File: config.mk
export PLATFORM = sky130hd
export DESIGN_NAME = sfp_accum_array_flat
export DESIGN_NICKNAME = d
export VERILOG_FILES = /design/src/rtl/sfp_accum_array_if.sv /design/src/rtl/sfp_accum_array.sv /design/src/flat_wrapper.sv
export SDC_FILE = /design/constraint.sdc
export NUM_CORES = 2
export LEC_CHECK = 0
export BUFFER_PORTS_ARGS = -buffer_cell sky130_fd_sc_hd__buf_2
export CORE_ASPECT_RATIO = 1.25
export CORE_MARGIN = 2
export CORE_UTILIZATION = 38
export DETAILED_ROUTE_END_ITERATION = 7
export SYNTH_ARGS = -nofsm -noshare
export SYNTH_HDL_FRONTEND = slang
export SYNTH_SLANG_ARGS = --single-unit
export TNS_END_PERCENT = 10
File: constraint.sdc
create_clock -name clk -period 17.48 [get_ports clk]
set_clock_uncertainty 0.05 [all_clocks]
set_input_delay 1.748 -clock clk [delete_from_list [all_inputs] [get_ports clk]]
set_output_delay 1.748 -clock clk [all_outputs]
set_load 0.02 [all_outputs]
File: src/rtl/sfp_accum_array_if.sv
`default_nettype none
// ============================================================================
// Module   : sfp_accum_array_if
// Brief    : Command, input-beat and output-beat signals of sfp_accum_array.
// Revision : 1.0
// ============================================================================
interface sfp_accum_array_if #(
    parameter int COL     = 8,
    parameter int PSUM_BW = 16,
    parameter int ADDR_BW = 4
);
    logic                     mode_select;
    logic                     relu_en;
    logic                     in_valid;
    logic                     in_ready;
    logic [PSUM_BW*COL-1:0]   in_data;
    logic [ADDR_BW-1:0]       in_addr;
    logic                     in_first;
    logic                     rd_req;
    logic [ADDR_BW-1:0]       rd_addr;
    logic                     dump;
    logic                     clr;
    logic                     busy;
    logic                     out_valid;
    logic                     out_ready;
    logic [PSUM_BW*COL-1:0]   out_data;

    modport master (
        output mode_select, relu_en, in_valid, in_data, in_addr, in_first,
               rd_req, rd_addr, dump, clr, out_ready,
        input  in_ready, busy, out_valid, out_data
    );

    modport slave (
        input  mode_select, relu_en, in_valid, in_data, in_addr, in_first,
               rd_req, rd_addr, dump, clr, out_ready,
        output in_ready, busy, out_valid, out_data
    );
endinterface
`default_nettype wire

File: src/rtl/sfp_accum_array.sv
`default_nettype none
// ============================================================================
// Module   : sfp_accum_array
// Brief    : Per-column psum accumulation buffer (WS) / pass-through (OS)
//            with saturating add, optional ReLU and a one-stage output reg.
// Revision : 1.0
// ============================================================================
module sfp_accum_array #(
    parameter int COL     = 8,
    parameter int PSUM_BW = 16,
    parameter int DEPTH   = 16,
    parameter int ADDR_BW = 4
) (
    input  wire logic          clk,
    input  wire logic          reset,
    sfp_accum_array_if.slave   bus
);

    localparam int                 c_W    = PSUM_BW * COL;
    localparam logic [ADDR_BW-1:0] c_LAST = ADDR_BW'(DEPTH - 1);

    typedef enum logic [1:0] {
        S_IDLE  = 2'd0,
        S_CLEAR = 2'd1,
        S_DUMP  = 2'd2
    } state_t;

    state_t             r_state;
    state_t             w_state_nxt;
    logic [ADDR_BW-1:0] r_ptr;
    logic [ADDR_BW-1:0] w_ptr_nxt;
    logic [c_W-1:0]     r_buf [DEPTH];
    logic               r_mode;
    logic               r_out_valid;
    logic [c_W-1:0]     r_out_data;

    logic               w_out_free;
    logic               w_mode;
    logic               w_in_ready;
    logic               w_load;
    logic [c_W-1:0]     w_load_data;
    logic [c_W-1:0]     w_relu_data;
    logic               w_wr_en;
    logic [ADDR_BW-1:0] w_wr_addr;
    logic [c_W-1:0]     w_wr_data;
    logic [c_W-1:0]     w_acc_old;
    logic [c_W-1:0]     w_acc;

    assign w_out_free = !r_out_valid || bus.out_ready;
    // The mode register is transparent while it is allowed to update, so a
    // new mode takes effect in the same cycle it becomes latchable.
    assign w_mode     = (r_state == S_IDLE && !r_out_valid) ? bus.mode_select : r_mode;
    assign w_acc_old  = r_buf[bus.in_addr];

    for (genvar g = 0; g < COL; g++) begin : g_ch
        logic [PSUM_BW-1:0] w_a;
        logic [PSUM_BW-1:0] w_b;
        logic [PSUM_BW:0]   w_sum;
        logic [PSUM_BW-1:0] w_sat;
        logic [PSUM_BW-1:0] w_ld;

        assign w_a   = w_acc_old[g*PSUM_BW +: PSUM_BW];
        assign w_b   = bus.in_data[g*PSUM_BW +: PSUM_BW];
        assign w_sum = {w_a[PSUM_BW-1], w_a} + {w_b[PSUM_BW-1], w_b};
        // Overflow shows as disagreement between the two top bits of the
        // sign-extended sum; the extra bit carries the true sign.
        assign w_sat = (w_sum[PSUM_BW] == w_sum[PSUM_BW-1]) ? w_sum[PSUM_BW-1:0] :
                       (w_sum[PSUM_BW] ? {1'b1, {(PSUM_BW-1){1'b0}}}
                                       : {1'b0, {(PSUM_BW-1){1'b1}}});
        assign w_acc[g*PSUM_BW +: PSUM_BW] = bus.in_first ? w_b : w_sat;

        assign w_ld = w_load_data[g*PSUM_BW +: PSUM_BW];
        assign w_relu_data[g*PSUM_BW +: PSUM_BW] =
            (bus.relu_en && w_ld[PSUM_BW-1]) ? '0 : w_ld;
    end

    always_ff @(posedge clk) begin
        if (reset) begin
            r_state <= S_IDLE;
            r_ptr   <= '0;
        end else begin
            r_state <= w_state_nxt;
            r_ptr   <= w_ptr_nxt;
        end
    end

    always_comb begin
        w_state_nxt = r_state;
        w_ptr_nxt   = r_ptr;
        w_in_ready  = 1'b0;
        w_load      = 1'b0;
        w_load_data = '0;
        w_wr_en     = 1'b0;
        w_wr_addr   = bus.in_addr;
        w_wr_data   = w_acc;
        case (r_state)
            S_IDLE: begin
                if (bus.clr) begin
                    w_state_nxt = S_CLEAR;
                    w_ptr_nxt   = '0;
                end else if (bus.dump && !w_mode) begin
                    w_state_nxt = S_DUMP;
                    w_ptr_nxt   = '0;
                end else if (bus.rd_req && !w_mode) begin
                    w_load      = w_out_free;
                    w_load_data = r_buf[bus.rd_addr];
                end else if (w_mode) begin
                    w_in_ready  = w_out_free;
                    w_load      = bus.in_valid && w_out_free;
                    w_load_data = bus.in_data;
                end else begin
                    w_in_ready  = 1'b1;
                    w_wr_en     = bus.in_valid;
                end
            end
            S_CLEAR: begin
                w_wr_en   = 1'b1;
                w_wr_addr = r_ptr;
                w_wr_data = '0;
                w_ptr_nxt = r_ptr + 1'b1;
                if (r_ptr == c_LAST) begin
                    w_state_nxt = S_IDLE;
                end
            end
            S_DUMP: begin
                if (w_out_free) begin
                    w_load      = 1'b1;
                    w_load_data = r_buf[r_ptr];
                    w_ptr_nxt   = r_ptr + 1'b1;
                    if (r_ptr == c_LAST) begin
                        w_state_nxt = S_IDLE;
                    end
                end
            end
            default: begin
                w_state_nxt = S_IDLE;
            end
        endcase
    end

    always_ff @(posedge clk) begin
        if (reset) begin
            for (int i = 0; i < DEPTH; i++) begin
                r_buf[i] <= '0;
            end
        end else if (w_wr_en) begin
            r_buf[w_wr_addr] <= w_wr_data;
        end
    end

    always_ff @(posedge clk) begin
        if (reset) begin
            r_out_valid <= 1'b0;
            r_out_data  <= '0;
            r_mode      <= 1'b0;
        end else begin
            if (w_load) begin
                r_out_valid <= 1'b1;
                r_out_data  <= w_relu_data;
            end else if (bus.out_ready) begin
                r_out_valid <= 1'b0;
            end
            if (r_state == S_IDLE && !r_out_valid) begin
                r_mode <= bus.mode_select;
            end
        end
    end

    assign bus.in_ready  = w_in_ready && !reset;
    assign bus.busy      = (r_state != S_IDLE);
    assign bus.out_valid = r_out_valid;
    assign bus.out_data  = r_out_data;

endmodule
`default_nettype wire

File: src/flat_wrapper.sv
// flat-port wrapper written by rule: the top's interface ports become plain ports
module sfp_accum_array_flat 
#(
    parameter int COL     = 8,
    parameter int PSUM_BW = 16,
    parameter int DEPTH   = 16,
    parameter int ADDR_BW = 4
)
  (clk, reset, bus_mode_select, bus_relu_en, bus_in_valid, bus_in_data, bus_in_addr, bus_in_first, bus_rd_req, bus_rd_addr, bus_dump, bus_clr, bus_out_ready, bus_in_ready, bus_busy, bus_out_valid, bus_out_data);
  sfp_accum_array_if #(.COL(COL), .PSUM_BW(PSUM_BW), .ADDR_BW(ADDR_BW)) bus_i ();
  input  wire logic clk;
  input  wire logic reset;
  input wire logic [$bits(bus_i.mode_select)-1:0] bus_mode_select;
  input wire logic [$bits(bus_i.relu_en)-1:0] bus_relu_en;
  input wire logic [$bits(bus_i.in_valid)-1:0] bus_in_valid;
  input wire logic [$bits(bus_i.in_data)-1:0] bus_in_data;
  input wire logic [$bits(bus_i.in_addr)-1:0] bus_in_addr;
  input wire logic [$bits(bus_i.in_first)-1:0] bus_in_first;
  input wire logic [$bits(bus_i.rd_req)-1:0] bus_rd_req;
  input wire logic [$bits(bus_i.rd_addr)-1:0] bus_rd_addr;
  input wire logic [$bits(bus_i.dump)-1:0] bus_dump;
  input wire logic [$bits(bus_i.clr)-1:0] bus_clr;
  input wire logic [$bits(bus_i.out_ready)-1:0] bus_out_ready;
  output wire logic [$bits(bus_i.in_ready)-1:0] bus_in_ready;
  output wire logic [$bits(bus_i.busy)-1:0] bus_busy;
  output wire logic [$bits(bus_i.out_valid)-1:0] bus_out_valid;
  output wire logic [$bits(bus_i.out_data)-1:0] bus_out_data;
  assign bus_i.mode_select = bus_mode_select;
  assign bus_i.relu_en = bus_relu_en;
  assign bus_i.in_valid = bus_in_valid;
  assign bus_i.in_data = bus_in_data;
  assign bus_i.in_addr = bus_in_addr;
  assign bus_i.in_first = bus_in_first;
  assign bus_i.rd_req = bus_rd_req;
  assign bus_i.rd_addr = bus_rd_addr;
  assign bus_i.dump = bus_dump;
  assign bus_i.clr = bus_clr;
  assign bus_i.out_ready = bus_out_ready;
  assign bus_in_ready = bus_i.in_ready;
  assign bus_busy = bus_i.busy;
  assign bus_out_valid = bus_i.out_valid;
  assign bus_out_data = bus_i.out_data;
  sfp_accum_array #(.COL(COL), .PSUM_BW(PSUM_BW), .DEPTH(DEPTH), .ADDR_BW(ADDR_BW)) u_core (.clk(clk), .reset(reset), .bus(bus_i));
endmodule
==> Word-level counts from Yosys, hierarchy flattened <==
Memories as Yosys holds them, arrays and structs flattened. A register that Yosys moved wholly into a read port is not among the register bits.
Cells that the tools add are included.
{ "totals": {"input_bits": 146, "wordCells": 130, "out_inout_bits": 131, "n_memories": 1, "regBits": 136, "ram_bits": 2048} }
{ "op_classes": {"n_eq_ne": 13, "muxes": 78, "n_reduce_logical": 24, "n_addsub": 9} }
{ "mem_list": {"columns": ["memory", "depth", "width", "read_ports", "rd_ports_with_merged_regs", "wr", "line_no", "rtl"], "rows": [
  ["u_core.r_buf", 16, 128, 3, 1, 16, "sfp_accum_array.sv:32", "logic [c_W-1:0] r_buf [DEPTH];"]
]} }
{ "ops": {"columns": ["op", "count"], "rows": [
  ["$mux 128", 7],
  ["$mux 16", 32],
  ["$pmux 128 s2", 1],
  ["$add 16x16->17", 8],
  ["$reduce_or 128->1", 1],
  ["$mux 4", 7],
  ["$mux 1", 23],
  ["$logic_and 1x1->1", 13],
  ["$pmux 4 s3", 1],
  ["$eq 1x1->1", 8],
  ["$mux 2", 4],
  ["$pmux 2 s3", 1],
  ["$add 4x1->4 const B", 1],
  ["$eq 4x4->1 const B", 1],
  ["$pmux 1 s2", 2],
  ["$reduce_bool 2->1", 2],
  ["$logic_not 1->1", 3],
  ["$ne 3x2->1 const B", 1],
  ["$reduce_and 3->1", 1],
  ["$reduce_bool 3->1", 1],
  ["$eq 2x1->1 const B", 1],
  ["$eq 2x2->1 const B", 1],
  ["$logic_not 2->1", 1],
  ["$ne 2x1->1 const B", 1],
  ["2 further kinds", 2]
]} }

==> Longest topological paths before layout <==
{ "depth": {"depth_word": 14, "depth_mapped": 25} }

==> Least setup slack after synthesis <==
No wires, ideal clock.
{ "synth_path": {"kind": "in2reg", "from": "input bus_in_addr[0]", "to": "memory u_core.r_buf[10][92] in the netlist's numbering, data pin", "arrival_ns": 7.566, "path_slack_ns": 9.598, "path_buffers": 6, "cell_stages": 23, "path_cell_list": "clkbuf_1 clkbuf_1 buf_1 buf_1 mux4_2 mux4_2 ha_1 a2111oi_0 o21ai_0 a41oi_1 o211ai_1 a31o_2 a21o_1 xor2_1 ha_1 clkbuf_1 inv_1 nand2_1 a21oi_1 a311o_1 o221ai_1 clkbuf_1 nor2_1"} }
{ "synth_lines": {"columns": ["item", "line_no", "rtl"], "rows": [
  ["start: declaration", "flat_wrapper.sv:17", "input wire logic [$bits(bus_i.in_addr)-1:0] bus_in_addr;"],
  ["end: declaration", "sfp_accum_array.sv:32", null]
]} }

==> flow_summary.json <==
{
  "min_period_ns": 9.15,
  "fin_total_pwr_mw": 15.2,
  "pre_cts_ws_ns": 7.49,
  "mostFrequentLayoutCell": "edfxtp_1",
  "leakage_nw": 49.5,
  "maxCapViolCount": 0,
  "grtUsageTotal": 0.281,
  "wl_met2_um": 237000,
  "async_flop_share": 0,
  "ios": 277,
  "wl_per_cell_um": 37.4,
  "hold_ws_ns": 0.398,
  "netlist_instances": 8937,
  "antenna_found_initial": 56,
  "die_area_um2": 353000,
  "routed_wl_um": 508000,
  "status": "finished clean",
  "die_x_um": 531,
  "placed_cell_area_um2": 138000,
  "timing.final.ws_setup_ns": 8.33,
  "port_buffers": 276,
  "clockRootBuffer": "clkbuf_16",
  "final_nets": 9038,
  "cts_buffers": 225,
  "drt-met1-wl_um": 175000,
  "synth_enable_flop_cells": 2048,
  "maxSlewViolCount": 0,
  "instances_no_fill": 13600,
  "first_pass_iters": 8,
  "syn2layout_area_growth_pct": 10.1,
  "grt_pass1_wl_um": 712000,
  "finalSetupViolCount": 0,
  "hold_class": "reg2reg",
  "slew_headroom": 0.0789,
  "clock_path_buffers": 4,
  "post_cts.repair.setup_buffers": 0,
  "clk_pin_slew_ns": 0.07,
  "synth-seq-cells": 2188,
  "grt_pass1_vias": 94600,
  "layout_worst_path_cycle_share": 0.524,
  "start_kind": "primary input",
  "vias_per_cell": 6.90,
  "utilization": 0.419,
  "yosysWarnings": 0,
  "clock_latency_ns": 0.95,
  "cts_resized": 0,
  "vias": 93700,
  "fp.dieH_um": 663,
  "ys.flop_type": "edfxtp_1",
  "cts_tree": "built",
  "fmax_mhz": 109,
  "rsz0062_at_grt": "no",
  "dr_wl_met3_um": 64100,
  "cts_sinks": 2188,
  "hold_violations": 0,
  "drive_gt1_frac": 0.308,
  "stdcell_area_um2": 145000,
  "syn_area_per_cell_um2": 14.8,
  "drt_iter0_drc": 14000,
  "max-vdd-ir-drop_uv": 85.0,
  "place_congestion": 0.884,
  "synth.distinct_cells": 83,
  "cp-end-kind": "flop",
  "critPathMaxFanout": 59,
  "dp_cells": 13100,
  "tightest_slew_ns": 1.38,
  "path_class": "in2reg",
  "grt_max_degree": 152,
  "remaining_drc_errors": 0,
  "syn_nets": 9238,
  "dr.max_layer_used": "met5",
  "yosysSeqAreaShare": 0.487,
  "mostFrequentLayoutCells": "2048 x edfxtp_1, 1780 x mux4_2, 1540 x nor2_1",
  "critical_path_required_ns": 18.06,
  "core_area_um2": 347000,
  "holdBufCountCts": 0,
  "postRouteAntennaNets": 0,
  "p_per_area_nw_per_um2": 104,
  "fin_setup_tns_ns": 0,
  "dp_hpwl_um": 280000,
  "synth_area_um2": 132000,
  "start_util": 0.381,
  "arrival_ns": 9.73,
  "row_count": 242,
  "r2r_slack_ns": 9.69,
  "cts_htree_levels": 4,
  "overflow": 0
}
==> flip-flops by register name (all words and copies together) (netlist names), named ones only <==
register and count:
u_core.bus.out_data 128, u_core.r_buf 2048, u_core.bus.out_valid 1, u_core.r_state 2, u_core.r_ptr 4, u_core.r_mode 1
==> metal layers <==
metal | GRT usage | vias up
li1 | - | 36200
met1 | 0.352 | 48600
met2 | 0.452 | 7276
met3 | 0.0679 | 1578
met4 | 0.150 | 36
met5 | 0 | -
==> logic make-up (layout without fill, tap and decap cells) <==
family,Yosys count,in the layout,synth area share
multiplexers,2062,2062,0.325
adder cells (fa/ha/maj),155,155,0.0151
other,0,22,0
AND/OR/NAND/NOR,2481,2481,0.0820
AO/OA/AOI/OAI,953,953,0.0536
buffers and inverters,992,971,0.0308
flip-flops,2188,2188,0.487
XOR/XNOR,106,106,0.00703
==> critical path, cell delays in order <==
cell	delay [ns]
buf_8	0.57
buf_4	0.74
buf_4	0.87
mux4_2	0.61
mux4_2	0.54
ha_1	0.31
a21o_1	0.18
a21oi_1	0.31
o21ai_0	0.26
a211oi_1	0.38
nor3b_1	0.11
o21ai_0	0.18
nand2b_1	0.12
xor2_1	0.16
ha_1	0.51
o211ai_1	0.43
nand2_1	0.36
o22ai_1	1.07
nor2_1	0.14
==> final cells by class <==
class / count / area, um2
clock buffers: 279 / 6040
clock inverters: 127 / 1340
repair buffers: 511 / 3420
inverters: 54 / 215
diodes: 22 / 55.1
fillers: 30900 / 201000
well taps: 4636 / 5800
multi-input cells: 5757 / 64200
flip-flops and latches: 2188 / 64300
==> final timing paths <==
kind / depth (start not counted) / from / endpoint
min reg2reg: 2 / u_core.bus.out_data[69]$_SDFFE_PP0P_ / u_core.bus.out_data[69]$_SDFFE_PP0P_
max reg2reg: 13 / u_core.r_state[0]$_SDFFE_PP0P_ / u_core.r_buf[10][4]$_SDFFCE_PN0P_
max: 19 / bus_in_addr[0] / u_core.r_buf[6][54]$_SDFFCE_PN0P_
min: 2 / u_core.bus.out_data[69]$_SDFFE_PP0P_ / u_core.bus.out_data[69]$_SDFFE_PP0P_
==> synthesized netlist by cell type, types with 7 or more instances <==
library cell  number  area (um2)
xnor2_1           61         534
and3_1           102         638
o31ai_1            8        60.1
buf_1             90         338
or3_1             19         119
nor2b_1           32         200
o221ai_1           9        78.8
nor3b_1            8        60.1
buf_6             10         113
o31a_1             7        61.3
buf_4             13        97.6
o22ai_1          141         882
xor2_1            45         394
a211oi_4           9         180
nand3_1           24         120
ha_1             147        1840
mux2i_1          279        2790
nor2_1          1543        5790
nor3_1           472        2360
a21oi_1          156         781
buf_2            180         901
o21bai_1          11        82.6
fa_1               8         160
nand2b_1          48         300
edfxtp_1        2048       61500
o21ai_0           87         435
o21a_1            30         225
a22o_1           119        1040
dfxtp_1          140        2800
a221o_1          120        1200
inv_1             53         199
nand2_1          107         402
o21ai_1           25         125
a21o_1            54         405
a31oi_1           11        68.8
a211oi_1          33         248
a31o_2             9        78.8
a22oi_1           19         143
mux4_2          1780       40100
clkbuf_1         645        2420
nor4_1            87         544
a41oi_1            8        70.1
o211ai_1          40         300
and2_1            14        87.6
==> power breakdown <==
group / leakage (nW) / total (mW) / switching [mW] / internal (mW)
Combinational: 23.6 / 3.96 / 2.49 / 1.47
Clock: 3.60 / 5.01 / 2.18 / 2.82
Sequential: 22.3 / 6.19 / 0.196 / 6.00
No activity file was read; power rests on OpenSTA's default activity.
